--- src/rtl/dmem_pkg.sv ---
// Shared types and constants for the data-memory arbiter.
package dmem_pkg;

    localparam int unsigned ADDR_W    = 32;
    localparam int unsigned DATA_W    = 32;
    localparam int unsigned NUM_PORTS = 2;

    localparam logic [ADDR_W-1:0] DEF_RAM_LIMIT = 32'h0000_0200;
    localparam logic [ADDR_W-1:0] DEF_LED_ADDR  = 32'hFFFF_0000;
    localparam logic [ADDR_W-1:0] DEF_SW_ADDR   = 32'hFFFF_0100;

    localparam int unsigned CPU_PORT = 0;
    localparam int unsigned DBG_PORT = 1;

    typedef enum logic [1:0] {
        IDLE   = 2'd0,
        ACCESS = 2'd1,
        DONE   = 2'd2
    } state_e;

    // Latched command for the access in flight.
    typedef struct packed {
        logic              we;
        logic              port;
        logic              legal;
        logic [ADDR_W-1:0] addr;
        logic [DATA_W-1:0] wdata;
    } cmd_t;

endpackage

--- src/rtl/dmem_arbiter_if.sv ---
// Requester ports and memory pins of the data-memory arbiter.
interface dmem_arbiter_if;
    import dmem_pkg::*;

    logic              p0_req,    p1_req;
    logic              p0_we,     p1_we;
    logic [ADDR_W-1:0] p0_addr,   p1_addr;
    logic [DATA_W-1:0] p0_wdata,  p1_wdata;
    logic              p0_gnt,    p1_gnt;
    logic              p0_rvalid, p1_rvalid;
    logic              p0_err,    p1_err;
    logic [DATA_W-1:0] p0_rdata,  p1_rdata;
    logic              mem_memread, mem_memwrite;
    logic [ADDR_W-1:0] mem_addr;
    logic [DATA_W-1:0] mem_writedata;
    logic [DATA_W-1:0] mem_readdata;

    // Arbiter side.
    modport slave (
        input  p0_req, p1_req, p0_we, p1_we, p0_addr, p1_addr,
               p0_wdata, p1_wdata, mem_readdata,
        output p0_gnt, p1_gnt, p0_rvalid, p1_rvalid, p0_err, p1_err,
               p0_rdata, p1_rdata, mem_memread, mem_memwrite,
               mem_addr, mem_writedata
    );

    // Requester / memory side.
    modport master (
        output p0_req, p1_req, p0_we, p1_we, p0_addr, p1_addr,
               p0_wdata, p1_wdata, mem_readdata,
        input  p0_gnt, p1_gnt, p0_rvalid, p1_rvalid, p0_err, p1_err,
               p0_rdata, p1_rdata, mem_memread, mem_memwrite,
               mem_addr, mem_writedata
    );

endinterface

--- src/rtl/rr_arb2.sv ---
// Two-requester round-robin arbiter; the port not granted last wins a tie.
module rr_arb2 (
    input  logic       clk,
    input  logic       rst_n,
    input  logic       en,
    input  logic [1:0] req,
    output logic [1:0] gnt_c
);

    logic last_gnt_q, last_gnt_d;

    // One-hot grant, only while enabled.
    always_comb begin
        gnt_c = 2'b00;
        if (en) begin
            case (req)
                2'b01:   gnt_c = 2'b01;
                2'b10:   gnt_c = 2'b10;
                2'b11:   gnt_c = last_gnt_q ? 2'b01 : 2'b10;
                default: gnt_c = 2'b00;
            endcase
        end
    end

    // Remember the most recent winner.
    always_comb begin
        last_gnt_d = last_gnt_q;
        if (|gnt_c) begin
            last_gnt_d = gnt_c[1];
        end
    end

    // Port 0 wins the first tie after reset.
    always_ff @(posedge clk) begin
        if (!rst_n) begin
            last_gnt_q <= 1'b1;
        end else begin
            last_gnt_q <= last_gnt_d;
        end
    end

endmodule

--- src/rtl/dmem_arbiter.sv ---
// Shares the single-ported data memory between the CPU and debug ports.
module dmem_arbiter
    import dmem_pkg::*;
#(
    parameter logic [ADDR_W-1:0] RAM_LIMIT = DEF_RAM_LIMIT,
    parameter logic [ADDR_W-1:0] LED_ADDR  = DEF_LED_ADDR,
    parameter logic [ADDR_W-1:0] SW_ADDR   = DEF_SW_ADDR
) (
    input logic           clk,
    input logic           rst_n,
    dmem_arbiter_if.slave bus
);

    state_e                 state_q, state_d;
    cmd_t                   cmd_q, cmd_d;
    logic [DATA_W-1:0]      p0_rdata_q, p0_rdata_d;
    logic [DATA_W-1:0]      p1_rdata_q, p1_rdata_d;
    logic [NUM_PORTS-1:0]   rvalid_q, rvalid_d;
    logic [NUM_PORTS-1:0]   err_q, err_d;
    logic [NUM_PORTS-1:0]   req_c, gnt_c;
    logic                   arb_en_c, access_c;
    logic                   win_port_c, win_we_c, win_legal_c;
    logic [ADDR_W-1:0]      win_addr_c;
    logic [DATA_W-1:0]      win_wdata_c, cap_data_c;

    assign req_c = {bus.p1_req, bus.p0_req};

    rr_arb2 u_arb (
        .clk   (clk),
        .rst_n (rst_n),
        .en    (arb_en_c),
        .req   (req_c),
        .gnt_c (gnt_c)
    );

    // Select the winning requester's fields.
    always_comb begin
        win_port_c  = gnt_c[DBG_PORT];
        win_we_c    = win_port_c ? bus.p1_we    : bus.p0_we;
        win_addr_c  = win_port_c ? bus.p1_addr  : bus.p0_addr;
        win_wdata_c = win_port_c ? bus.p1_wdata : bus.p0_wdata;
    end

    // Aligned RAM is always legal; MMIO words only in their own direction.
    always_comb begin
        win_legal_c = 1'b0;
        if (win_addr_c[1:0] == 2'b00) begin
            if (win_addr_c < RAM_LIMIT) begin
                win_legal_c = 1'b1;
            end else if (win_we_c) begin
                win_legal_c = (win_addr_c == LED_ADDR);
            end else begin
                win_legal_c = (win_addr_c == SW_ADDR);
            end
        end
    end

    // State register.
    always_ff @(posedge clk) begin
        if (!rst_n) begin
            state_q <= IDLE;
        end else begin
            state_q <= state_d;
        end
    end

    // Next state: one access per IDLE -> ACCESS -> DONE round.
    always_comb begin
        state_d = state_q;
        case (state_q)
            IDLE:    if (|req_c) state_d = ACCESS;
            ACCESS:  state_d = DONE;
            DONE:    state_d = IDLE;
            default: state_d = IDLE;
        endcase
    end

    // State-decoded controls.
    always_comb begin
        arb_en_c = 1'b0;
        access_c = 1'b0;
        case (state_q)
            IDLE:    arb_en_c = 1'b1;
            ACCESS:  access_c = 1'b1;
            default: ;
        endcase
    end

    // Command latch on grant, completion capture at the end of ACCESS.
    always_comb begin
        cmd_d      = cmd_q;
        p0_rdata_d = p0_rdata_q;
        p1_rdata_d = p1_rdata_q;
        rvalid_d   = '0;
        err_d      = '0;
        cap_data_c = (cmd_q.legal && !cmd_q.we) ? bus.mem_readdata : '0;
        if (|gnt_c) begin
            cmd_d = '{we: win_we_c, port: win_port_c, legal: win_legal_c,
                      addr: win_addr_c, wdata: win_wdata_c};
        end
        if (access_c) begin
            rvalid_d[cmd_q.port] = 1'b1;
            err_d[cmd_q.port]    = ~cmd_q.legal;
            if (cmd_q.port) begin
                p1_rdata_d = cap_data_c;
            end else begin
                p0_rdata_d = cap_data_c;
            end
        end
    end

    // Datapath registers.
    always_ff @(posedge clk) begin
        if (!rst_n) begin
            cmd_q      <= '0;
            p0_rdata_q <= '0;
            p1_rdata_q <= '0;
            rvalid_q   <= '0;
            err_q      <= '0;
        end else begin
            cmd_q      <= cmd_d;
            p0_rdata_q <= p0_rdata_d;
            p1_rdata_q <= p1_rdata_d;
            rvalid_q   <= rvalid_d;
            err_q      <= err_d;
        end
    end

    // Strobes are gated with rst_n so a reset edge never commits a write.
    assign bus.mem_memread   = access_c & cmd_q.legal & ~cmd_q.we & rst_n;
    assign bus.mem_memwrite  = access_c & cmd_q.legal &  cmd_q.we & rst_n;
    assign bus.mem_addr      = cmd_q.addr;
    assign bus.mem_writedata = cmd_q.wdata;

    assign bus.p0_gnt    = gnt_c[CPU_PORT];
    assign bus.p1_gnt    = gnt_c[DBG_PORT];
    assign bus.p0_rvalid = rvalid_q[CPU_PORT];
    assign bus.p1_rvalid = rvalid_q[DBG_PORT];
    assign bus.p0_err    = err_q[CPU_PORT];
    assign bus.p1_err    = err_q[DBG_PORT];
    assign bus.p0_rdata  = p0_rdata_q;
    assign bus.p1_rdata  = p1_rdata_q;

endmodule

--- src/flat_wrapper.sv ---
// flat-port wrapper written by rule: the top's interface ports become plain ports
module dmem_arbiter_flat import dmem_pkg::*;
#(
    parameter logic [ADDR_W-1:0] RAM_LIMIT = DEF_RAM_LIMIT,
    parameter logic [ADDR_W-1:0] LED_ADDR  = DEF_LED_ADDR,
    parameter logic [ADDR_W-1:0] SW_ADDR   = DEF_SW_ADDR
)
  (clk, rst_n, bus_p0_req, bus_p1_req, bus_p0_we, bus_p1_we, bus_p0_addr, bus_p1_addr, bus_p0_wdata, bus_p1_wdata, bus_mem_readdata, bus_p0_gnt, bus_p1_gnt, bus_p0_rvalid, bus_p1_rvalid, bus_p0_err, bus_p1_err, bus_p0_rdata, bus_p1_rdata, bus_mem_memread, bus_mem_memwrite, bus_mem_addr, bus_mem_writedata);
  dmem_arbiter_if bus_i ();
  input logic clk;
  input logic rst_n;
  input wire logic [$bits(bus_i.p0_req)-1:0] bus_p0_req;
  input wire logic [$bits(bus_i.p1_req)-1:0] bus_p1_req;
  input wire logic [$bits(bus_i.p0_we)-1:0] bus_p0_we;
  input wire logic [$bits(bus_i.p1_we)-1:0] bus_p1_we;
  input wire logic [$bits(bus_i.p0_addr)-1:0] bus_p0_addr;
  input wire logic [$bits(bus_i.p1_addr)-1:0] bus_p1_addr;
  input wire logic [$bits(bus_i.p0_wdata)-1:0] bus_p0_wdata;
  input wire logic [$bits(bus_i.p1_wdata)-1:0] bus_p1_wdata;
  input wire logic [$bits(bus_i.mem_readdata)-1:0] bus_mem_readdata;
  output wire logic [$bits(bus_i.p0_gnt)-1:0] bus_p0_gnt;
  output wire logic [$bits(bus_i.p1_gnt)-1:0] bus_p1_gnt;
  output wire logic [$bits(bus_i.p0_rvalid)-1:0] bus_p0_rvalid;
  output wire logic [$bits(bus_i.p1_rvalid)-1:0] bus_p1_rvalid;
  output wire logic [$bits(bus_i.p0_err)-1:0] bus_p0_err;
  output wire logic [$bits(bus_i.p1_err)-1:0] bus_p1_err;
  output wire logic [$bits(bus_i.p0_rdata)-1:0] bus_p0_rdata;
  output wire logic [$bits(bus_i.p1_rdata)-1:0] bus_p1_rdata;
  output wire logic [$bits(bus_i.mem_memread)-1:0] bus_mem_memread;
  output wire logic [$bits(bus_i.mem_memwrite)-1:0] bus_mem_memwrite;
  output wire logic [$bits(bus_i.mem_addr)-1:0] bus_mem_addr;
  output wire logic [$bits(bus_i.mem_writedata)-1:0] bus_mem_writedata;
  assign bus_i.p0_req = bus_p0_req;
  assign bus_i.p1_req = bus_p1_req;
  assign bus_i.p0_we = bus_p0_we;
  assign bus_i.p1_we = bus_p1_we;
  assign bus_i.p0_addr = bus_p0_addr;
  assign bus_i.p1_addr = bus_p1_addr;
  assign bus_i.p0_wdata = bus_p0_wdata;
  assign bus_i.p1_wdata = bus_p1_wdata;
  assign bus_i.mem_readdata = bus_mem_readdata;
  assign bus_p0_gnt = bus_i.p0_gnt;
  assign bus_p1_gnt = bus_i.p1_gnt;
  assign bus_p0_rvalid = bus_i.p0_rvalid;
  assign bus_p1_rvalid = bus_i.p1_rvalid;
  assign bus_p0_err = bus_i.p0_err;
  assign bus_p1_err = bus_i.p1_err;
  assign bus_p0_rdata = bus_i.p0_rdata;
  assign bus_p1_rdata = bus_i.p1_rdata;
  assign bus_mem_memread = bus_i.mem_memread;
  assign bus_mem_memwrite = bus_i.mem_memwrite;
  assign bus_mem_addr = bus_i.mem_addr;
  assign bus_mem_writedata = bus_i.mem_writedata;
  dmem_arbiter #(.RAM_LIMIT(RAM_LIMIT), .LED_ADDR(LED_ADDR), .SW_ADDR(SW_ADDR)) u_core (.clk(clk), .rst_n(rst_n), .bus(bus_i));
endmodule
--- config.mk ---
export PLATFORM = sky130hd
export DESIGN_NAME = dmem_arbiter_flat
export DESIGN_NICKNAME = d
export VERILOG_FILES = /design/src/rtl/dmem_pkg.sv /design/src/rtl/dmem_arbiter_if.sv /design/src/rtl/rr_arb2.sv /design/src/rtl/dmem_arbiter.sv /design/src/flat_wrapper.sv
export SDC_FILE = /design/constraint.sdc
export NUM_CORES = 1
export LEC_CHECK = 0
export ABC_AREA = 1
export ABC_CLOCK_PERIOD_IN_PS = 2300
export BUFFER_PORTS_ARGS = -buffer_cell sky130_fd_sc_hd__buf_2
export CORE_MARGIN = 2
export CORE_UTILIZATION = 34
export CTS_BUF_LIST = sky130_fd_sc_hd__clkbuf_4 sky130_fd_sc_hd__clkbuf_8 sky130_fd_sc_hd__clkbuf_16
export DETAILED_ROUTE_END_ITERATION = 7
export PLACE_DENSITY = 0.62
export SYNTH_ARGS = -nofsm -noshare
export SYNTH_HDL_FRONTEND = slang
export SYNTH_HIERARCHICAL = 1
export SYNTH_SLANG_ARGS = --single-unit
--- constraint.sdc ---
create_clock -name clk -period 2.3 [get_ports clk]
set_clock_uncertainty 0.15 [all_clocks]
set_input_delay 0.23 -clock clk [delete_from_list [all_inputs] [get_ports clk]]
set_output_delay 0.23 -clock clk [all_outputs]
set_load 0.02 [all_outputs]
==> impl_results.md, run 1 <==
- Max transition margin: 0.652
- Chip Height: 140 µm
- Filler instances: 1,670
- Number of violations of the max-capacitance limit: 0
- Clock buffers created by TritonCTS: 17
- Pre-CTS WS: 0.274 ns
- Number of primary I/O pins: 302
- First-pass GRT wire length: 33,300 µm
- Hold Crit Class: in2reg
- Internal Power: 4.88 mW
- Pre-antenna DRT Iters: 5
- Required time of the critical path: 2.51 ns
- EDFF count, synth: 0
- Fin util: 0.533
- Min cycle time layout: 2.14 ns
- Synth top area share: 0.438
- Area occupied by multi-input gates: 0.00254 mm²
- Kind of launch point of the worst setup path: input pin
- Clock-pin slew on the worst setup and hold paths: 0.06 ns
- All-Layer GR Usage: 0.210
- Post-route cell area: 0.00965 mm²
- Detailed-route DRC error count: 0
- Power per standard cell area: 722 mW/mm²
- Area Growth Syn to Fin: 52.9%
- Number of global-route vias before repair: 6,702
- Clock tree from TritonCTS: yes
- Worst reg2reg startpoint: u_core/state_q[0]
- Worst-path maximum fanout: 16
- Rows: 49
- Cell types occupying the most area after synthesis: sky130_fd_sc_hd__dfxtp_1 44%, sky130_fd_sc_hd__nand2_1 17%, sky130_fd_sc_hd__buf_4 7.6%
- Fraction of power consumed by sequential logic: 0.385
- Die width: 140 µm
- Setup TNS after final layout: 0 ns
- Worst-case register-to-register setup slack: 0.18 ns
- Worst-case clock buffer depth: 2
- Worst r2r path cells: 14
- Endpoint of the worst register-to-register path: u_core/bus.mem_writedata[11]
- Die outline area: 0.0197 mm²
- Xor and xnor area share after synthesis: 0
- WHS Endpoint: u_core/bus.mem_writedata[16]
- Share of the clock period used by the worst path: 0.929
- Most common cell after layout, fill and taps aside: sky130_fd_sc_hd__buf_2
- Minimum setup slack in the final design: 0.164 ns
- Leakage power of the design: 5.06 nW
- Dominant combinational cell family by area after synthesis: simple AND/OR/NAND/NOR gates
- Sequential-to-total area share from yosys stat: 0.438
- Total power of the final layout: 6.96 mW
- Data arrival time of the critical path: 2.35 ns
- Post-Syn Area per Cell: 6.91 µm²
- Count of placed standard cells in the final layout, fillers left out: 1,518
- Port Buffers: 301
- Via count of the routed design: 7,025
- NetSw: 2.09 mW
- Fraction of synthesized area in multiplexers: 0.00159
- Fraction of layout instances using a drive strength above 1: 0.284
- Combinational share of power: 0.222
- Number of failing setup endpoints in the final timing report: 0
- Gate count of the mapped netlist: 913
- Part of the power in the clock network: 0.393
- Failing checks: hold timing
- Launch instance of the worst min-delay path: bus_p1_wdata[16]
- Number of vias per cell after detailed routing: 4.63
- Number of H-tree branching levels: 4
- Synth area leader: sky130_fd_sc_hd__dfxtp_1
- Post-Synth Adder-Cell Area: 0
- Most frequent cells in the layout: 300 x sky130_fd_sc_hd__buf_2, 282 x sky130_fd_sc_hd__nand2_1, 138 x sky130_fd_sc_hd__dlygate4sd3_1, 138 x sky130_fd_sc_hd__dfxtp_1, 93 x sky130_fd_sc_hd__o21ai_0
- Post-Place Cell Area: 0.00751 mm²
- Mapped Area: 0.00631 mm²
- Final weighted congestion in routability-driven placement: 0.854
- Kind of end point of the critical path: register
- Share of flip-flops with an asynchronous set or reset after synthesis: 0
- Fmax: 468 MHz
- Global route overflow: 0
- Worst Tran Pin Value: 0.522 ns
- Clock net sink count: 138
- DP HPWL: 13,700 µm
- Routed WL: 21,800 µm
- Later-pin clock latency in the skew report: 0.41 ns
- Fin nets: 1,440
- Synthesized flop and latch total: 138
- Number of antenna violations at the first check in global routing: 2
- Placeable core region: 0.0181 mm²
- Count of distinct cell types in the synthesized netlist: 27
- Synth Area in Compound Gates: 0.146
- Placed Instances: 1,338
- Iter 0 DRT Violations: 335
- Initial Utilization: 0.349
- Simple logic cell fraction of the synthesized area: 0.250
- Switching share of power: 0.300
- Number of antenna-violating nets in the routed design: 0
- Max-slew violation total from the final report: 0
- Syn. warnings: 6
- Root buf cell: sky130_fd_sc_hd__clkbuf_16
- Worst IR drop on VDD: 0.000490 V
- Syn Nets: 1,079
- WHS Path Cells: 5
- Critical path class: in2reg
- Final Hold Violating Endpoints: 1
- Largest net degree at the start of global routing: 123
- Post-DR wirelength/cell: 14.4 µm
- Storage cell area: 0.00276 mm²
- Ys flop type: sky130_fd_sc_hd__dfxtp_1
- Min Hold Slack: -0.0109 ns
- Status: finished, violations left
-- worst max-delay path by stage --
stage                 startpoint                      endpoint  slack, ns  cells after the start
2_1_floorplan  u_core/state_q[1]       u_core/bus.mem_addr[23]       0.30                      9
3_3_place_gp   u_core/state_q[1]              u_core/cmd_q[64]       0.29                     16
3_5_place_dp   u_core/state_q[1]              u_core/cmd_q[64]       0.27                     16
4_1_cts               bus_p0_req  u_core/bus.mem_writedata[16]       0.01                     14
5_1_grt        u_core/state_q[0]  u_core/bus.mem_writedata[12]     -0.006                     14
6_report              bus_p0_req  u_core/bus.mem_writedata[11]       0.16                     12
-- cells by family (layout without fill, tap and decap cells) --
| group | count (synthesis) | count (layout) |
|---|---|---|
| DFF | 138 | 138 |
| buffers and inverters | 194 | 568 |
| other | 0 | 2 |
| and+or+nand+nor | 402 | 402 |
| muxes | 1 | 1 |
| AOI/OAI and AO/OA | 178 | 178 |
-- synthesized netlist by cell type (3+ instances only) --
cell type                  count
sky130_fd_sc_hd__nor3_1        3
sky130_fd_sc_hd__nor2_1       77
sky130_fd_sc_hd__a31oi_1      19
sky130_fd_sc_hd__buf_1         3
sky130_fd_sc_hd__dfxtp_1     138
sky130_fd_sc_hd__nand2_1     282
sky130_fd_sc_hd__buf_2         4
sky130_fd_sc_hd__buf_6         8
sky130_fd_sc_hd__clkbuf_1     38
sky130_fd_sc_hd__nand3_1      33
sky130_fd_sc_hd__buf_4        64
sky130_fd_sc_hd__o21ai_0      93
sky130_fd_sc_hd__a21oi_1      61
sky130_fd_sc_hd__inv_1        75
-- registers in the layout, indices dropped and copies added (netlist names), 2 cells and up --
signal	flops
u_core/bus.mem_addr	32
u_core/bus.mem_writedata	32
u_core/bus.p0_rdata	32
u_core/bus.p1_rdata	32
u_core/cmd_q	3
u_core/err_q	2
u_core/rvalid_q	2
u_core/state_q	2
-- power groups by stage --
stage | Clock, mW | Sequential (mW) | Combinational, mW
floorplan | 0 | 2.78 | 0.887
global placement | 0 | 2.73 | 1.27
detailed placement | 0 | 2.73 | 1.27
CTS | 2.81 | 2.68 | 1.46
global route | 2.90 | 2.70 | 1.68
finish | 2.74 | 2.68 | 1.55
-- per-layer routing --
metal | vias to the layer above | track usage | wire length, µm
li1 | 3545 | - | -
met1 | 3143 | 0.243 | 9120
met2 | 289 | 0.365 | 10400
met3 | 48 | 0.0568 | 1690
met4 | 0 | 0.0883 | 622
met5 | - | 0 | 0
-- critical path: stages --
cell and delay (ns):
sky130_fd_sc_hd__buf_2 0.08, sky130_fd_sc_hd__dlygate4sd3_1 0.56, sky130_fd_sc_hd__nand2_1 0.07, sky130_fd_sc_hd__nand2_2 0.10, sky130_fd_sc_hd__clkinv_4 0.13, sky130_fd_sc_hd__nor2_4 0.17, sky130_fd_sc_hd__buf_12 0.18, sky130_fd_sc_hd__nand2_1 0.06
sky130_fd_sc_hd__nand3_1 0.08, sky130_fd_sc_hd__nand2_1 0.04, sky130_fd_sc_hd__dlygate4sd3_1 0.58, sky130_fd_sc_hd__inv_1 0.05
-- final cells by class --
| cell class | count | area share |
|---|---|---|
| multi-input combinational | 581 | 0.263 |
| clock buffer | 19 | 0.0463 |
| timing repair buffer | 458 | 0.326 |
| inverter | 77 | 0.0318 |
| sequential | 138 | 0.286 |
| timing repair inverter | 1 | 0.00117 |
| antenna | 2 | 0.000519 |
| tap | 229 | 0.0297 |
| clock inverter | 13 | 0.0149 |
-- timing repair --
item / 4_1_cts / 5_1_grt
resized for setup: 0 / 16
endpoints found under the hold margin: 110 / 0
setup buffers: 0 / 6
endpoints found under the setup margin: 1 / 6
cloned: 0 / 3
pin swaps: 0 / 2
hold buffers: 139 / 0
Power figures use the tool's default switching activity.
==> run 2, diff against run 1 <==
--- a/config.mk
+++ b/config.mk
@@ -9,10 +9,10 @@
 export ABC_CLOCK_PERIOD_IN_PS = 2300
 export BUFFER_PORTS_ARGS = -buffer_cell sky130_fd_sc_hd__buf_2
 export CORE_MARGIN = 2
-export CORE_UTILIZATION = 34
-export CTS_BUF_LIST = sky130_fd_sc_hd__clkbuf_4 sky130_fd_sc_hd__clkbuf_8 sky130_fd_sc_hd__clkbuf_16
+export CORE_UTILIZATION = 30
+export CTS_CLUSTER_SIZE = 8
 export DETAILED_ROUTE_END_ITERATION = 7
-export PLACE_DENSITY = 0.62
+export PLACE_DENSITY = 0.56
 export SYNTH_ARGS = -nofsm -noshare
 export SYNTH_HDL_FRONTEND = slang
 export SYNTH_HIERARCHICAL = 1
==> run 2 against run 1 <==
The run now ends clean. Clock-buffer cell count increased by 2. Routed wire length increased by 0.61%. Core utilization decreased by 7.5 points. Cell count increased by 2.4%. Sequential power about the same. Die area increased by 13%. Sequential cell count unchanged. Design area decreased by 1.0%. Setup slack improved by 0.030 ns. Largest cell class unchanged. Highest routed layer unchanged.
==> impl_results.md, run 2 (synthesis gave the netlist of run 1 again) <==
- Status: complete, no violations
- Filler instances: 2,116
- Clock buffers created by TritonCTS: 17
- Kind of launch point of the worst setup path: register
- Count of placed standard cells in the final layout, fillers left out: 1,554
- NetSw: 2.08 mW
- Most common cell after layout, fill and taps aside: sky130_fd_sc_hd__buf_2
- Later-pin clock latency in the skew report: 0.41 ns
- Number of antenna violations at the first check in global routing: 1
- Total power of the final layout: 6.85 mW
- Hold Crit Class: in2reg
- Worst r2r path cells: 16
- Worst-case register-to-register setup slack: 0.23 ns
- Storage cell area: 0.00277 mm²
- Chip Height: 149 µm
- Kind of end point of the critical path: primary output
- Final Hold Violating Endpoints: 0
- Worst-case clock buffer depth: 2
- Area occupied by multi-input gates: 0.00254 mm²
- Fmax: 475 MHz
- Post-DR wirelength/cell: 14.1 µm
- Initial Utilization: 0.303
- DP HPWL: 14,100 µm
- Switching share of power: 0.303
- Min cycle time layout: 2.11 ns
- Die outline area: 0.0222 mm²
- Rows: 53
- Power per standard cell area: 718 mW/mm²
- Data arrival time of the critical path: 1.73 ns
- Via count of the routed design: 6,928
- Internal Power: 4.78 mW
- Pre-antenna DRT Iters: 5
- Root buf cell: sky130_fd_sc_hd__clkbuf_16
- First-pass GRT wire length: 33,200 µm
- Worst reg2reg startpoint: u_core/state_q[1]
- End of the critical path: bus_p1_gnt
- Die width: 149 µm
- Required time of the critical path: 1.92 ns
- Fraction of layout instances using a drive strength above 1: 0.289
- Placeable core region: 0.0208 mm²
- Share of the clock period used by the worst path: 0.915
- Clock tree from TritonCTS: yes
- Detailed-route DRC error count: 0
- Largest net degree at the start of global routing: 123
- Area Growth Syn to Fin: 51.3%
- Fraction of power consumed by sequential logic: 0.392
- Worst IR drop on VDD: 0.000466 V
- Number of H-tree branching levels: 4
- Global route overflow: 0
- Fin nets: 1,431
- Worst-path maximum fanout: 30
- Number of vias per cell after detailed routing: 4.46
- Setup TNS after final layout: 0 ns
- Max transition margin: 0.635
- Max-slew violation total from the final report: 0
- Number of failing setup endpoints in the final timing report: 0
- Combinational share of power: 0.216
- Endpoint of the worst register-to-register path: u_core/cmd_q[64]
- Placed Instances: 1,388
- Number of violations of the max-capacitance limit: 0
- Number of antenna-violating nets in the routed design: 0
- Iter 0 DRT Violations: 285
- Clock-pin slew on the worst setup and hold paths: 0.06 ns
- Number of global-route vias before repair: 6,606
- Leakage power of the design: 5.01 nW
- All-Layer GR Usage: 0.188
- Most frequent cells in the layout: 299 x sky130_fd_sc_hd__buf_2, 281 x sky130_fd_sc_hd__nand2_1, 136 x sky130_fd_sc_hd__dfxtp_1
- Startpoint of the worst setup timing path: u_core/state_q[1]
- Critical path class: reg2out
- Clock net sink count: 138
- Worst Tran Pin Value: 0.546 ns
- Port Buffers: 301
- RSZ-0062 raised after global routing: no
- Number of primary I/O pins: 302
- Part of the power in the clock network: 0.392
- Final weighted congestion in routability-driven placement: 0.815
- Routed WL: 22,000 µm
==> run 2: cell types whose count changed in the layout (fill, tap and decap cells not counted), moves of 3 or more <==
cell	delta
sky130_fd_sc_hd__nor2_2	+4
sky130_fd_sc_hd__buf_4	+4
sky130_fd_sc_hd__clkinv_4	-3
sky130_fd_sc_hd__dlygate4sd3_1	-9
sky130_fd_sc_hd__nor2_1	-3
==> run 2: cell type report <==
class | instances | share of cell area
Antenna cell | 1 | 0.000262
Clock buffer | 21 | 0.0493
Clock inverter | 11 | 0.0115
Inverter | 77 | 0.0329
Multi-Input combinational cell | 581 | 0.266
Sequential cell | 138 | 0.290
Tap cell | 275 | 0.0360
Timing Repair Buffer | 449 | 0.313
Timing Repair inverter | 1 | 0.000917
==> run 2: power by group through the flow <==
stage	clock network, mW	registers, mW	logic [mW]
floorplan	0	2.78	0.887
global placement	0	2.73	1.28
detailed placement	0	2.73	1.28
CTS	2.77	2.68	1.46
global route	2.89	2.71	1.63
finish	2.69	2.68	1.48
==> run 2: metrics by stage <==
stage	util	hold slack, ns	worst slack, ns	instance area [µm²]
3_3_place_gp	0.364	0.299	0.0913	7590
2_1_floorplan	-	0.152	0.298	6310
3_5_place_dp	0.364	0.303	0.0854	7590
4_1_cts	0.455	0.00108	0.0649	9470
6_report	0.458	0.0213	0.194	9550
5_1_grt	0.458	0.0195	0.00581	9550
==> run 2: worst min path at each step <==
stage | cells after the start | slack [ns] | endpoint | startpoint
3_5_place_dp | 2 | 0.30 | u_core/bus.p0_rdata[15] | u_core/bus.p0_rdata[15]
3_3_place_gp | 2 | 0.30 | u_core/bus.p0_rdata[28] | u_core/bus.p0_rdata[28]
2_1_floorplan | 1 | 0.15 | u_core/u_arb/last_gnt_q | rst_n
6_report | 5 | 0.02 | u_core/bus.p0_rdata[24] | bus_mem_readdata[24]
4_1_cts | 5 | 0.001 | u_core/bus.p0_rdata[24] | bus_mem_readdata[24]
5_1_grt | 5 | 0.02 | u_core/bus.mem_writedata[23] | bus_p1_wdata[23]
==> run 2: timing repair <==
action                                  4_1_cts  5_1_grt
buffers inserted                              0        4
endpoints found under the hold margin        99        0
gates resized for setup                       2       14
hold buffers                                130        0
endpoints found under the setup margin        1       24
gates cloned                                  0        1
pin swaps                                     0        3
==> run 2: worst max-delay path: stages, from the launching register on <==
cell,delay (ns)
sky130_fd_sc_hd__dfxtp_2,0.32
sky130_fd_sc_hd__nor2_2,0.13
sky130_fd_sc_hd__nand2_1,0.07
sky130_fd_sc_hd__inv_1,0.09
sky130_fd_sc_hd__nand2_4,0.11
sky130_fd_sc_hd__clkinv_8,0.11
sky130_fd_sc_hd__buf_6,0.25
sky130_fd_sc_hd__buf_2,0.22
==> run 2: layer usage <==
| metal | global-route usage | vias up | routed length, µm |
|---|---|---|---|
| met5 | 0 | - | 0 |
| met4 | 0.0552 | 0 | 408 |
| met3 | 0.0633 | 27 | 1690 |
| met2 | 0.333 | 249 | 10600 |
| met1 | 0.216 | 3132 | 9250 |
| li1 | - | 3520 | - |
